`src/rtl/secure_memory_cipher_mc_if.sv`:
```
// Custom-instruction bus for the secure-memory cipher.
// The CPU slot is the master; the cipher is the slave.
interface secure_memory_cipher_mc_if #(
    parameter int DATA_W = 32
);
    logic              start;
    logic [1:0]        n;
    logic [DATA_W-1:0] dataa;
    logic [DATA_W-1:0] datab;
    logic [DATA_W-1:0] result;
    logic              done;

    modport master (
        output start, n, dataa, datab,
        input  result, done
    );

    modport slave (
        input  start, n, dataa, datab,
        output result, done
    );
endinterface

```
`src/rtl/secure_memory_cipher_mc.sv`:
```
// Multi-cycle key-XOR/rotate cipher with address tweak and loadable key.
// Optional key lock: define SECMEM_KEY_LOCK_EN to make the first key load sticky.
module secure_memory_cipher_mc #(
    parameter int                DATA_W   = 32,
    parameter int                ROUNDS   = 4,
    parameter int                ROT      = 7,
    parameter logic [DATA_W-1:0] KEY_INIT = DATA_W'(32'h95DA4EAB)
) (
    input  logic                      clk,
    input  logic                      reset,
    input  logic                      clk_en,
    secure_memory_cipher_mc_if.slave  bus
);

    localparam int         DROT = (ROUNDS - 1) % DATA_W;
    localparam logic [7:0] LAST = 8'(ROUNDS - 1);
    localparam logic [7:0] RND8 = 8'(ROUNDS);

    typedef enum logic {
        IDLE,
        RUN
    } state_t;

    function automatic logic [DATA_W-1:0] rotl(
        input logic [DATA_W-1:0] v,
        input int                s
    );
        if (s == 0) return v;
        return (v << s) | (v >> (DATA_W - s));
    endfunction

    function automatic logic [DATA_W-1:0] rotr(
        input logic [DATA_W-1:0] v,
        input int                s
    );
        if (s == 0) return v;
        return (v >> s) | (v << (DATA_W - s));
    endfunction

    state_t            state_q, state_d;
    logic [7:0]        cnt_q, cnt_d;
    logic [DATA_W-1:0] x_q, x_d;
    logic [DATA_W-1:0] k_q, k_d;
    logic              dec_q, dec_d;
    logic [DATA_W-1:0] key_q, key_d;
    logic [DATA_W-1:0] result_q, result_d;
    logic              done_q, done_d;
    logic              lock_bit;
    logic [DATA_W-1:0] status;
    logic [DATA_W-1:0] k0;
    logic [DATA_W-1:0] nx, nk;

`ifdef SECMEM_KEY_LOCK_EN
    logic lock_q, lock_d;

    // Sticky lock: set by the first key load, cleared only by reset.
    always_ff @(posedge clk) begin
        if (reset) lock_q <= 1'b0;
        else       lock_q <= lock_d;
    end

    assign lock_bit = lock_q;
`else
    assign lock_bit = 1'b0;
`endif

    assign status     = DATA_W'({RND8, 7'b0, lock_bit});
    assign k0         = key_q ^ bus.datab;
    assign bus.result = result_q;
    assign bus.done   = done_q;

    // Next-state: opcode dispatch in IDLE, one round per enabled cycle in RUN.
    always_comb begin
        state_d  = state_q;
        cnt_d    = cnt_q;
        x_d      = x_q;
        k_d      = k_q;
        dec_d    = dec_q;
        key_d    = key_q;
        result_d = result_q;
        done_d   = done_q;
        nx       = '0;
        nk       = '0;
`ifdef SECMEM_KEY_LOCK_EN
        lock_d   = lock_q;
`endif
        if (clk_en) begin
            done_d = 1'b0;
            unique case (state_q)
                IDLE: begin
                    if (bus.start) begin
                        unique case (bus.n)
                            2'd0: begin
                                x_d     = bus.dataa;
                                k_d     = k0;
                                dec_d   = 1'b0;
                                cnt_d   = '0;
                                state_d = RUN;
                            end
                            2'd1: begin
                                x_d     = bus.dataa;
                                k_d     = rotl(k0, DROT);
                                dec_d   = 1'b1;
                                cnt_d   = '0;
                                state_d = RUN;
                            end
                            2'd2: begin
`ifdef SECMEM_KEY_LOCK_EN
                                if (!lock_q) key_d = bus.dataa;
                                lock_d = 1'b1;
`else
                                key_d = bus.dataa;
`endif
                                result_d = '0;
                                done_d   = 1'b1;
                            end
                            default: begin
                                result_d = status;
                                done_d   = 1'b1;
                            end
                        endcase
                    end
                end
                RUN: begin
                    if (dec_q) begin
                        nx = rotr(x_q, ROT) ^ k_q;
                        nk = rotr(k_q, 1);
                    end else begin
                        nx = rotl(x_q ^ k_q, ROT);
                        nk = rotl(k_q, 1);
                    end
                    x_d   = nx;
                    k_d   = nk;
                    cnt_d = cnt_q + 8'd1;
                    if (cnt_q == LAST) begin
                        result_d = nx;
                        done_d   = 1'b1;
                        state_d  = IDLE;
                    end
                end
                default: state_d = IDLE;
            endcase
        end
    end

    // State registers with synchronous reset.
    always_ff @(posedge clk) begin
        if (reset) begin
            state_q  <= IDLE;
            cnt_q    <= '0;
            x_q      <= '0;
            k_q      <= '0;
            dec_q    <= 1'b0;
            key_q    <= KEY_INIT;
            result_q <= '0;
            done_q   <= 1'b0;
        end else begin
            state_q  <= state_d;
            cnt_q    <= cnt_d;
            x_q      <= x_d;
            k_q      <= k_d;
            dec_q    <= dec_d;
            key_q    <= key_d;
            result_q <= result_d;
            done_q   <= done_d;
        end
    end

endmodule
```
`src/flat_wrapper.sv`:
```
// flat-port wrapper written by rule: the top's interface ports become plain ports
module secure_memory_cipher_mc_flat 
#(
    parameter int                DATA_W   = 32,
    parameter int                ROUNDS   = 4,
    parameter int                ROT      = 7,
    parameter logic [DATA_W-1:0] KEY_INIT = DATA_W'(32'h95DA4EAB)
)
  (clk, reset, clk_en, bus_start, bus_n, bus_dataa, bus_datab, bus_result, bus_done);
  secure_memory_cipher_mc_if #(.DATA_W(DATA_W)) bus_i ();
  input  logic clk;
  input  logic reset;
  input  logic clk_en;
  input wire logic [$bits(bus_i.start)-1:0] bus_start;
  input wire logic [$bits(bus_i.n)-1:0] bus_n;
  input wire logic [$bits(bus_i.dataa)-1:0] bus_dataa;
  input wire logic [$bits(bus_i.datab)-1:0] bus_datab;
  output wire logic [$bits(bus_i.result)-1:0] bus_result;
  output wire logic [$bits(bus_i.done)-1:0] bus_done;
  assign bus_i.start = bus_start;
  assign bus_i.n = bus_n;
  assign bus_i.dataa = bus_dataa;
  assign bus_i.datab = bus_datab;
  assign bus_result = bus_i.result;
  assign bus_done = bus_i.done;
  secure_memory_cipher_mc #(.DATA_W(DATA_W), .ROUNDS(ROUNDS), .ROT(ROT), .KEY_INIT(KEY_INIT)) u_core (.clk(clk), .reset(reset), .clk_en(clk_en), .bus(bus_i));
endmodule
```
`config.mk`:
```
export PLATFORM = sky130hd
export DESIGN_NAME = secure_memory_cipher_mc_flat
export DESIGN_NICKNAME = d
export VERILOG_FILES = /design/src/rtl/secure_memory_cipher_mc_if.sv /design/src/rtl/secure_memory_cipher_mc.sv /design/src/flat_wrapper.sv
export SDC_FILE = /design/constraint.sdc
export NUM_CORES = 1
export LEC_CHECK = 0
export CELL_PAD_IN_SITES_DETAIL_PLACEMENT = 1
export CELL_PAD_IN_SITES_GLOBAL_PLACEMENT = 1
export CORE_AREA = 2 2 149 151
export DETAILED_ROUTE_END_ITERATION = 8
export DIE_AREA = 0 0 151 153
export GPL_TIMING_DRIVEN = 0
export PLACE_DENSITY_LB_ADDON = 0.1
export SLEW_MARGIN = 10
export SYNTH_ARGS = -nofsm -noshare
export SYNTH_HDL_FRONTEND = slang
export SYNTH_SLANG_ARGS = --single-unit
export TNS_END_PERCENT = 30
```
`constraint.sdc`:
```
create_clock -name clk -period 3.2 [get_ports clk]
set_clock_uncertainty 0.15 [all_clocks]
set_input_delay 0.32 -clock clk [delete_from_list [all_inputs] [get_ports clk]]
set_output_delay 0.32 -clock clk [all_outputs]
set_load 0.01 [all_outputs]
```
**After elaboration in Yosys (flattened, before gate mapping)**

Cells that the tools add are included.

- $add $sub $neg: 1
- Eq/ne operators: 8
- Multiplexer cells: 24
- Bitwise logic cells: 9
- Reductions and logical operators: 8

Operator list:

| operator | count |
|---|---|
| 32-bit one-hot mux with 2 select lines | 5 |
| 32-bit 2-to-1 mux | 7 |
| 32-bit XOR | 3 |
| 25-bit by 32-bit bitwise OR with 32-bit output | 1 |
| 31-bit by 32-bit bitwise OR with 32-bit output | 1 |
| 32-bit by 1-bit bitwise OR with 32-bit output | 1 |
| 32-bit by 3-bit bitwise OR with 32-bit output | 1 |
| 32-bit by 7-bit bitwise OR with 32-bit output | 1 |
| 8-bit 2-to-1 mux | 2 |
| 8-bit one-hot mux with 2 select lines | 1 |
| 4-bit AND reduction | 3 |
| 8-bit by 1-bit adder with 8-bit output (second input constant) | 1 |
| 8-bit by 2-bit equality test with 1-bit output (second input constant) | 1 |
| 2-bit inequality test (second input constant) | 4 |
| 1-bit 2-to-1 mux | 6 |
| 1-bit one-hot mux with 2 select lines | 3 |
| 3-bit AND reduction | 2 |
| 3-bit inequality test (second input constant) | 1 |
| 2-bit by 1-bit equality test with 1-bit output (second input constant) | 1 |
| 2-bit equality test (second input constant) | 1 |
| 2-bit logical NOT | 1 |
| 2-bit nonzero test | 1 |
| 2-bit OR reduction | 1 |
| 1-bit NOT | 1 |

- Register bits: 139
- Input port bits: 70
- Output and inout port bits: 33
- Logic and storage cells: 58

**Depth between registers and ports, before layout**

Gate-level depths: netlist of the first run.

- Depth in word-level cells: 5
- Gate-level depth with buffers: 8
- Gate-level depth less buffers: 5

**Worst setup path after synthesis of the first run**

OpenSTA, ideal clock, no wires.

- Path type: reg2reg
- Start point: reg u_core.cnt_q[0]
- End point: reg u_core.result_q[11], in the netlist u_core.bus.result[11]
- Setup time: 132 ps
- Arrival time: 1382 ps
- Data required time: 2918 ps
- Setup slack: 1535 ps
- Cell stages (with the launch flop): 7
- Path buffers: 1
- Period minus slack after synthesis: 1665 ps
- Path through: dfxtp_1 ha_1 nor4b_2 a21oi_1 clkbuf_1 o21ai_0 a21oi_1

- Word-level cells in the longest chain between the ends: 3

RTL lines:

| what | line | RTL |
|---|---|---|
| start, declared | secure_memory_cipher_mc.sv:41 | `logic [7:0] cnt_q, cnt_d;` |
| start signal, assigned | secure_memory_cipher_mc.sv:159 | `cnt_q <= cnt_d;` |
| 8-bit by 2-bit equality test with 1-bit output | secure_memory_cipher_mc.sv:135 | `if (cnt_q == LAST) begin` |
| 2-bit inequality test (no line) | - |  |
| 4-bit AND reduction (no line) | - |  |
| end signal, assigned | secure_memory_cipher_mc.sv:164 | `result_q <= result_d;` |
| end, declared | secure_memory_cipher_mc.sv:46 | `logic [DATA_W-1:0] result_q, result_d;` |

No other way between the ends.
A chain may end at the register's enable or synchronous reset.

**Final worst setup path of the first run**

- Start point: reg u_core.cnt_q[0]
- End point: reg u_core.result_q[12], in the netlist u_core.bus.result[12]

Same word-level chain as after synthesis.

==> metrics.txt, run 1 <==
status finished clean; critical path peak fanout 10; average cell area after synthesis 8.35 um^2; first-pass GRT wire length 43.6 mm; HPWL after DPL 22.1 mm; CTS resizes 0; via-per-instance ratio 5.41; relative slew slack 39.3%; unrepaired setup endpoints after global routing no; CTS max path bufs 2; die height 153 um; number of buffers inserted to repair setup after CTS 0; overflow left after global routing 0; number of maximum-capacitance violations 0; critical path type register to register; library cells used by synthesis 41; category of the worst setup path launch point register; number of standard cells after synthesis 886; Iter 0 DRT Violations 420; share of total power consumed by net switching 26.2%; maximum number of pins on one net before global-route repair 17; clock insertion delay at the later pin of the skew report 0.44 ns; synthesized net count 958; flip-flop cell with the highest count after synthesis dfxtp_1; number of max-slew violations in the final report 0; clock-pin slew reported for the worst setup and hold paths after clock tree synthesis 0.06 ns; number of buffers added by the clock tree synthesis step 17; number of clock sinks seen by CTS 139; count of inserted antenna diode cells 0; root buffer cell clkbuf_16; data required time at the worst endpoint 3.41 ns; CTS HTree Levels 4; footprint of the flip-flops and latches 0.00278 mm^2; final count of hold timing violations 0; vias post-DR 7,024; post-route DRC violation count 0; wire length per cell 22.0 um; proportion of synthesized flip-flops having asynchronous set or reset 0%; commonest cells after routing, fill and taps aside 163 x nand2_1, 139 x dfxtp_1, 115 x a21oi_1; antenna violations before repair 0; share of post-route cells with drive strength above 1 8.15%; crit path time final 2.25 ns; GRT Overall Usage 25.5%; Die ar. 0.0231 mm^2; portion of total power attributed to the clock network 47.5%; setup TNS after final layout 0 ns; antenna viol nets, final 0; HP Class input pin to register; area taken by multi-input logic gates 0.00420 mm^2; CTS tree yes; most common cell after layout, fill and taps aside nand2_1; die width 151 um; Net count, final 1,077; Floorplan Core Area 0.0215 mm^2; slowest stage cell on the critical path a21oi_1; portion of the post-synthesis area used by sequential elements 37.6%; weighted congestion reported at the end of routability-driven placement 0.876; transition time of the tightest slew-check pin 0.900 ns; routed wire length 28.6 mm; top cells by area in the synthesized netlist dfxtp_1 38%, xnor2_1 11%, mux2i_1 8.8%; final setup vio count 0; Achievable Freq 444 MHz; post-synthesis to final-layout area growth 27.2%; net switching power 1.25 mW; dominant cell type by area after synthesis dfxtp_1; effective utilization at floorplan 34.4%; detailed-router iteration count before antenna repair 5; Total Power 4.75 mW; Leakage 2.98 nW; Post-synth EDFFs 0; fill cell total of the finished layout 2,585; # IOs 103; Int Pwr 3.50 mW; Critical Path AT 2.46 ns; YS warnings 0; vias in the first global route 7,091; Power Density 505 mW/mm^2; Post-Syn Area 0.00740 mm^2; FF+latch count, synth 139; worst reg2reg setup slack 0.95 ns; Core Rows 54; combinational share of power 13.2%; chain of cells forming the critical path ha_1, nor4b_2, a21oi_1, clkbuf_1, o21ai_0, a21oi_1; Peak supply drop 0.345 mV; number of buffers inserted for hold repair after clock tree synthesis 0; Worst path most repeated cell a21oi_1; Buffers on Ports 100; final cycle utilization of the critical path 70.4%; share of power burned in registers 39.3%; CP Capture Type register; Slowest Stage Delay on Critical Path 0.54 ns; post-synth top area share 37.6%
[kinds of logic (layout without fill, tap and decap cells)]
| family | after synthesis | in the layout | share of synthesized area, % |
|---|---|---|---|
| xor gates and xnor gates | 101 | 101 | 12.0 |
| DFF | 139 | 139 | 37.6 |
| buffers and inverters | 78 | 210 | 5.66 |
| AOI/OAI and AO/OA | 254 | 254 | 20.3 |
| adders and majority gates | 2 | 2 | 0.338 |
| and+or+nand+nor | 247 | 247 | 15.4 |
| muxes | 65 | 65 | 8.79 |
[final cells by class]
cell class / count / area share (%)
inverters: 1 / 0.0399
multi-input cells: 669 / 44.6
repair buffers: 100 / 10.6
well taps: 280 / 3.72
clock buffers: 21 / 5.00
flip-flops and latches: 139 / 29.6
clock inverters: 11 / 2.02
plain buffers: 77 / 4.41
[synth_stat cells (all sizes together), types with 2 or more instances]
cell type and number:
o211ai 36, o22ai 32, mux2i 65, buf 47
a21oi 115, nor4b 2, nor3 3, and3 2
nor2 13, and4 2, xnor2 96, ha 2
nor2b 6, dfxtp 139, clkbuf 30, xor2 5
nand3b 19, o21ai 35, o21a 2, nand3 31
nand2 163, a22oi 31
[layer usage]
layer	track usage, %	share of wire [%]	vias to the layer above
met5	0	0	-
met4	9.30	3.2	0
met3	3.73	3.4	49
met2	40.0	45	181
met1	35.5	48	3448
li1	-	-	3346
[worst paths after layout]
kind / startpoint / to / cells past startpoint
worst max-delay path: u_core.cnt_q[0] / u_core.bus.result[12] / 6
worst min-delay path: bus_n[1] / u_core.dec_q / 4
worst max register to register: u_core.cnt_q[0] / u_core.bus.result[12] / 6
worst min register to register: u_core.key_q[18] / u_core.key_q[18] / 2
[metrics by stage]
stage               setup WS, ns  hold slack (ns)  cells  instance area [um^2]  utilization, %
finish                     0.947            0.227   1298                  9410            43.8
global route               0.812            0.266   1298                  9410            43.8
CTS                        0.955            0.215   1298                  9410            43.8
detailed placement         0.626            0.313   1266                  8750            40.7
global placement           0.634            0.305   1266                  8750            40.7
floorplan                   1.54            0.294    886                  7400               -
[critical path: cells and delay by family (launching register included)]
family / cells / cell delay [ns]
buffers and inverters: 1 / 0.36
AOI/OAI and AO/OA: 3 / 0.88
adders and majority gates: 1 / 0.24
DFF: 1 / 0.37
and+or+nand+nor: 1 / 0.19
[sequential cells by signal, summed over array words and instances, names as in the netlist]
| register | count |
|---|---|
| u_core.bus.done | 1 |
| u_core.bus.result | 32 |
| u_core.cnt_q | 8 |
| u_core.dec_q | 1 |
| u_core.k_q | 32 |
| u_core.key_q | 32 |
| u_core.state_q | 1 |
| u_core.x_q | 32 |
[power by group through the flow]
stage,sequential (mW),clock (mW),combinational (mW)
finish,1.87,2.25,0.629
detailed placement,1.90,0,0.624
floorplan,1.87,0,0.374
global placement,1.90,0,0.620
CTS,1.86,2.29,0.628
global route,1.87,2.36,0.682
Note: power is estimated with default switching activity, not from simulation.
==> inputs of run 2 (changes only) <==
clock period = 2.3 ns   (was 3.2 ns; I/O delays follow)
==> run 2 against run 1 <==
  * Critical path depth did not move
  * Clock power grew 39%
  * Setup slack worse by 0.76 ns
  * Via count is essentially flat
  * Cell count is the same
  * Die area stayed put
  * Utilization barely moved
  * Global-route usage did not move
==> metrics.txt, run 2 (synthesis gave the netlist of run 1 again) <==
CTS max path bufs 2; number of max-slew violations in the final report 0; data required time at the worst endpoint 2.44 ns; final setup vio count 0; post-route DRC violation count 0; final worst slack 0.184 ns; first-pass GRT wire length 43.6 mm; antenna viol nets, final 0; share of post-route cells with drive strength above 1 8.25%; critical path type register to register; Power Density 702 mW/mm^2; number of maximum-capacitance violations 0; unrepaired setup endpoints after global routing no; vias in the first global route 7,091; detailed-router iteration count before antenna repair 5; status finished clean; Floorplan Core Area 0.0215 mm^2; number of buffers inserted to repair setup after CTS 0; crit path time final 2.12 ns; via-per-instance ratio 5.41; Achievable Freq 473 MHz; setup TNS after final layout 0 ns; maximum number of pins on one net before global-route repair 17; transition time of the tightest slew-check pin 0.898 ns; CTS HTree Levels 4; Net count, final 1,077; commonest cells after routing, fill and taps aside 163 x nand2_1, 139 x dfxtp_1, 114 x a21oi_1; final cycle utilization of the critical path 92.0%; die width 151 um; overflow left after global routing 0; CTS tree yes; number of buffers added by the clock tree synthesis step 17; Die ar. 0.0231 mm^2; number of buffers inserted for hold repair after clock tree synthesis 0; Core Rows 54; portion of total power attributed to the clock network 47.4%; vias post-DR 7,019; Buffers on Ports 100; net switching power 1.73 mW; category of the worst setup path launch point register; effective utilization at floorplan 34.4%; critical path peak fanout 10; Leakage 2.98 nW; Iter 0 DRT Violations 410; clock-pin slew reported for the worst setup and hold paths after clock tree synthesis 0.06 ns; Peak supply drop 0.477 mV; count of inserted antenna diode cells 0; relative slew slack 39.5%; share of power burned in registers 39.3%; most common cell after layout, fill and taps aside nand2_1; Critical Path AT 2.26 ns; wire length per cell 22.0 um; root buffer cell clkbuf_16; HPWL after DPL 22.1 mm; GRT Overall Usage 25.5%; HP Class input pin to register; Int Pwr 4.88 mW; worst-case setup slack after placement -0.184 ns; final count of hold timing violations 0; combinational share of power 13.3%; number of clock sinks seen by CTS 139; routed wire length 28.6 mm; clock insertion delay at the later pin of the skew report 0.43 ns; die height 153 um; # IOs 103; share of total power consumed by net switching 26.2%; weighted congestion reported at the end of routability-driven placement 0.876; CP Capture Type register; post-synthesis to final-layout area growth 27.2%; antenna violations before repair 0
[run 2: cell types whose count changed in the layout (fill, tap and decap cells not counted)]
cell     delta
a21oi_1     -1
a21oi_2     +1
[run 2: layer usage]
metal / routed length [um] / vias to the layer above / track usage [%]
li1: - / 3347 / -
met1: 13600 / 3443 / 35.5
met2: 13000 / 181 / 40.0
met3: 1140 / 48 / 3.73
met4: 881 / 0 / 9.30
met5: 0 / - / 0
[run 2: power by group through the flow]
stage          clock network, mW  registers [mW]  logic, mW
2_1_floorplan                  0            2.60      0.520
4_1_cts                     3.18            2.59      0.873
6_report                    3.13            2.60      0.877
5_1_grt                     3.28            2.60      0.949
3_3_place_gp                   0            2.65      0.862
3_5_place_dp                   0            2.65      0.869
[run 2: layout make-up]
cell class | count | area (um^2)
fillers | 2585 | 12100
inverters | 1 | 3.75
flip-flops and latches | 139 | 2780
multi-input cells | 669 | 4200
plain buffers | 77 | 415
clock buffers | 21 | 470
clock inverters | 11 | 190
well taps | 280 | 350
repair buffers | 100 | 1000
[run 2: worst paths after layout]
check              startpoint                     to  slack, ns  depth (start not counted)
max           u_core.cnt_q[0]  u_core.bus.result[12]       0.18                          6
min                  bus_n[1]           u_core.dec_q       0.14                          4
max reg2reg   u_core.cnt_q[0]  u_core.bus.result[12]       0.18                          6
min reg2reg  u_core.key_q[18]       u_core.key_q[18]       0.32                          2
[run 2: stage by stage]
step                      area (um^2)  total power [mW]  instances  hold WS (ns)  util [%]
final                            9420              6.61       1298         0.135      43.8
after global routing             9420              6.84       1298         0.176      43.8
after CTS                        9410              6.65       1298         0.125      43.8
after detailed placement         8750              3.52       1266         0.313      40.7
after global placement           8750              3.51       1266         0.305      40.7
after floorplan                  7400              3.12        886         0.204         -
[run 2: timing repair]
action                     CTS  global route
hold endpoints to repair     0             0
setup endpoints to repair    0            23
gates resized for setup      0             1
[run 2: worst max-delay path, cell delays in order (launching register included)]
cell and delay (ns):
dfxtp_1 0.43, ha_1 0.21, nor4b_2 0.39, a21oi_2 0.22
clkbuf_1 0.25, o21ai_0 0.22, a21oi_1 0.10
==> inputs of run 3 (changes only) <==
CORE_AREA = 2 2 138 140   (was 2 2 149 151)
DIE_AREA = 0 0 140 142   (was 0 0 151 153)
==> run 3 against run 2 <==
  * The run now ends with design-rule violations left
  * Critical path depth unchanged
  * Clock power decreased by 2%
  * Utilization increased by 6.8 points
  * Critical path type unchanged
==> metrics.txt, run 3 (synthesis gave the netlist of run 1 again) <==
chain of cells forming the critical path ha_1, nor4b_4, a21oi_1, clkbuf_1, o21ai_0, a21oi_1; number of clock sinks seen by CTS 139; fill cell total of the finished layout 2,218; violated checks design-rule violations; data required time at the worst endpoint 2.50 ns; clock insertion delay at the later pin of the skew report 0.43 ns; transition time of the tightest slew-check pin 0.747 ns; via-per-instance ratio 5.72; crit path time final 2.11 ns; number of buffers added by the clock tree synthesis step 17; Core Rows 50; post-synthesis to final-layout area growth 26.2%; CTS max path bufs 2; clock-pin slew reported for the worst setup and hold paths after clock tree synthesis 0.06 ns; slowest stage cell on the critical path a21oi_1; vias post-DR 7,150; final setup vio count 0; number of buffers inserted for hold repair after clock tree synthesis 0; antenna viol nets, final 0; weighted congestion reported at the end of routability-driven placement 0.911; first-pass GRT wire length 43.0 mm; number of max-slew violations in the final report 0; effective utilization at floorplan 40.1%; Peak supply drop 0.543 mV; HPWL after DPL 21.2 mm; post-route DRC violation count 7; Slowest Stage Delay on Critical Path 0.42 ns; critical path type register to register; final count of hold timing violations 0; Leakage 2.96 nW; # IOs 103; root buffer cell clkbuf_16; category of the worst setup path launch point register; die width 140 um; Power Density 699 mW/mm^2; antenna violations before repair 0; count of inserted antenna diode cells 0; Iter 0 DRT Violations 557; GRT Overall Usage 28.6%; final cycle utilization of the critical path 91.8%; overflow left after global routing 0; CP Capture Type register; Worst path most repeated cell a21oi_1; Critical Path AT 2.31 ns; CTS tree yes; setup TNS after final layout 0 ns; relative slew slack 49.7%; die height 142 um; routed wire length 27.9 mm; Achievable Freq 474 MHz; Net count, final 1,077; detailed-router iteration count before antenna repair 9; hold_ws 0.122 ns; most common cell after layout, fill and taps aside nand2_1; status complete, but fails checks; Die ar. 0.0199 mm^2; critical path peak fanout 10; share of post-route cells with drive strength above 1 8.16%; commonest cells after routing, fill and taps aside 163 x nand2_1, 139 x dfxtp_1, 115 x a21oi_1; Buffers on Ports 100; maximum number of pins on one net before global-route repair 17; number of maximum-capacitance violations 0; vias in the first global route 7,178; HP Class input pin to register; Floorplan Core Area 0.0185 mm^2; CTS HTree Levels 4; wire length per cell 22.3 um
==> run 3: final cells by class <==
cell class	count	area, um^2	share of cell area [%]
multi-input cells	669	4210	45.0
flip-flops and latches	139	2780	29.8
repair buffers	100	1000	10.7
clock buffers	18	439	4.70
plain buffers	77	415	4.45
well taps	234	293	3.13
clock inverters	13	199	2.13
inverters	1	3.75	0.0402
==> run 3: per-stage QoR <==
step           std cells  area (um^2)  power (mW)  setup slack (ns)  utilization, %
2_1_floorplan        886         7400        3.12             0.635               -
3_3_place_gp        1220         8690        3.49            -0.125            47.1
3_5_place_dp        1220         8690        3.50            -0.202            47.1
4_1_cts             1251         9330        6.54             0.117            50.6
5_1_grt             1251         9340        6.72          -0.00496            50.6
6_report            1251         9340        6.53             0.189            50.6
==> run 3: critical path: cells and delay by family (launching register included) <==
kind	cells	cell delay, ns
AOI/OAI and AO/OA	3	0.74
adders and majority gates	1	0.26
buffers and inverters	1	0.35
DFF	1	0.38
and+or+nand+nor	1	0.15
==> run 3: final timing paths <==
check | end | from | cells past startpoint | slack [ns]
setup / recovery | u_core.bus.result[22] | u_core.cnt_q[0] | 6 | 0.19
hold / removal | u_core.dec_q | bus_n[1] | 4 | 0.12
hold reg to reg | u_core.key_q[29] | u_core.key_q[29] | 2 | 0.32
setup reg to reg | u_core.bus.result[22] | u_core.cnt_q[0] | 6 | 0.19
==> run 3: routing by layer <==
| metal | vias to the layer above | global-route usage, % | wire length (um) |
|---|---|---|---|
| met3 | 56 | 4.10 | 1540 |
| met4 | 0 | 9.46 | 794 |
| met2 | 249 | 47.3 | 12900 |
| li1 | 3351 | - | - |
| met5 | - | 0 | 0 |
| met1 | 3494 | 38.6 | 12700 |
==> run 3: repair_timing <==
| item | CTS | global route |
|---|---|---|
| resized for setup | 0 | 1 |
| buffers inserted | 0 | 0 |
| endpoints found under the setup margin | 0 | 15 |
==> run 3: power by group <==
part	internal, mW	switching, mW	leakage, nW	total [mW]
clock	1.94	1.12	0.311	3.06
sequential	2.48	0.118	1.13	2.60
combinational	0.385	0.487	1.53	0.872
total	4.80	1.73	2.96	6.53
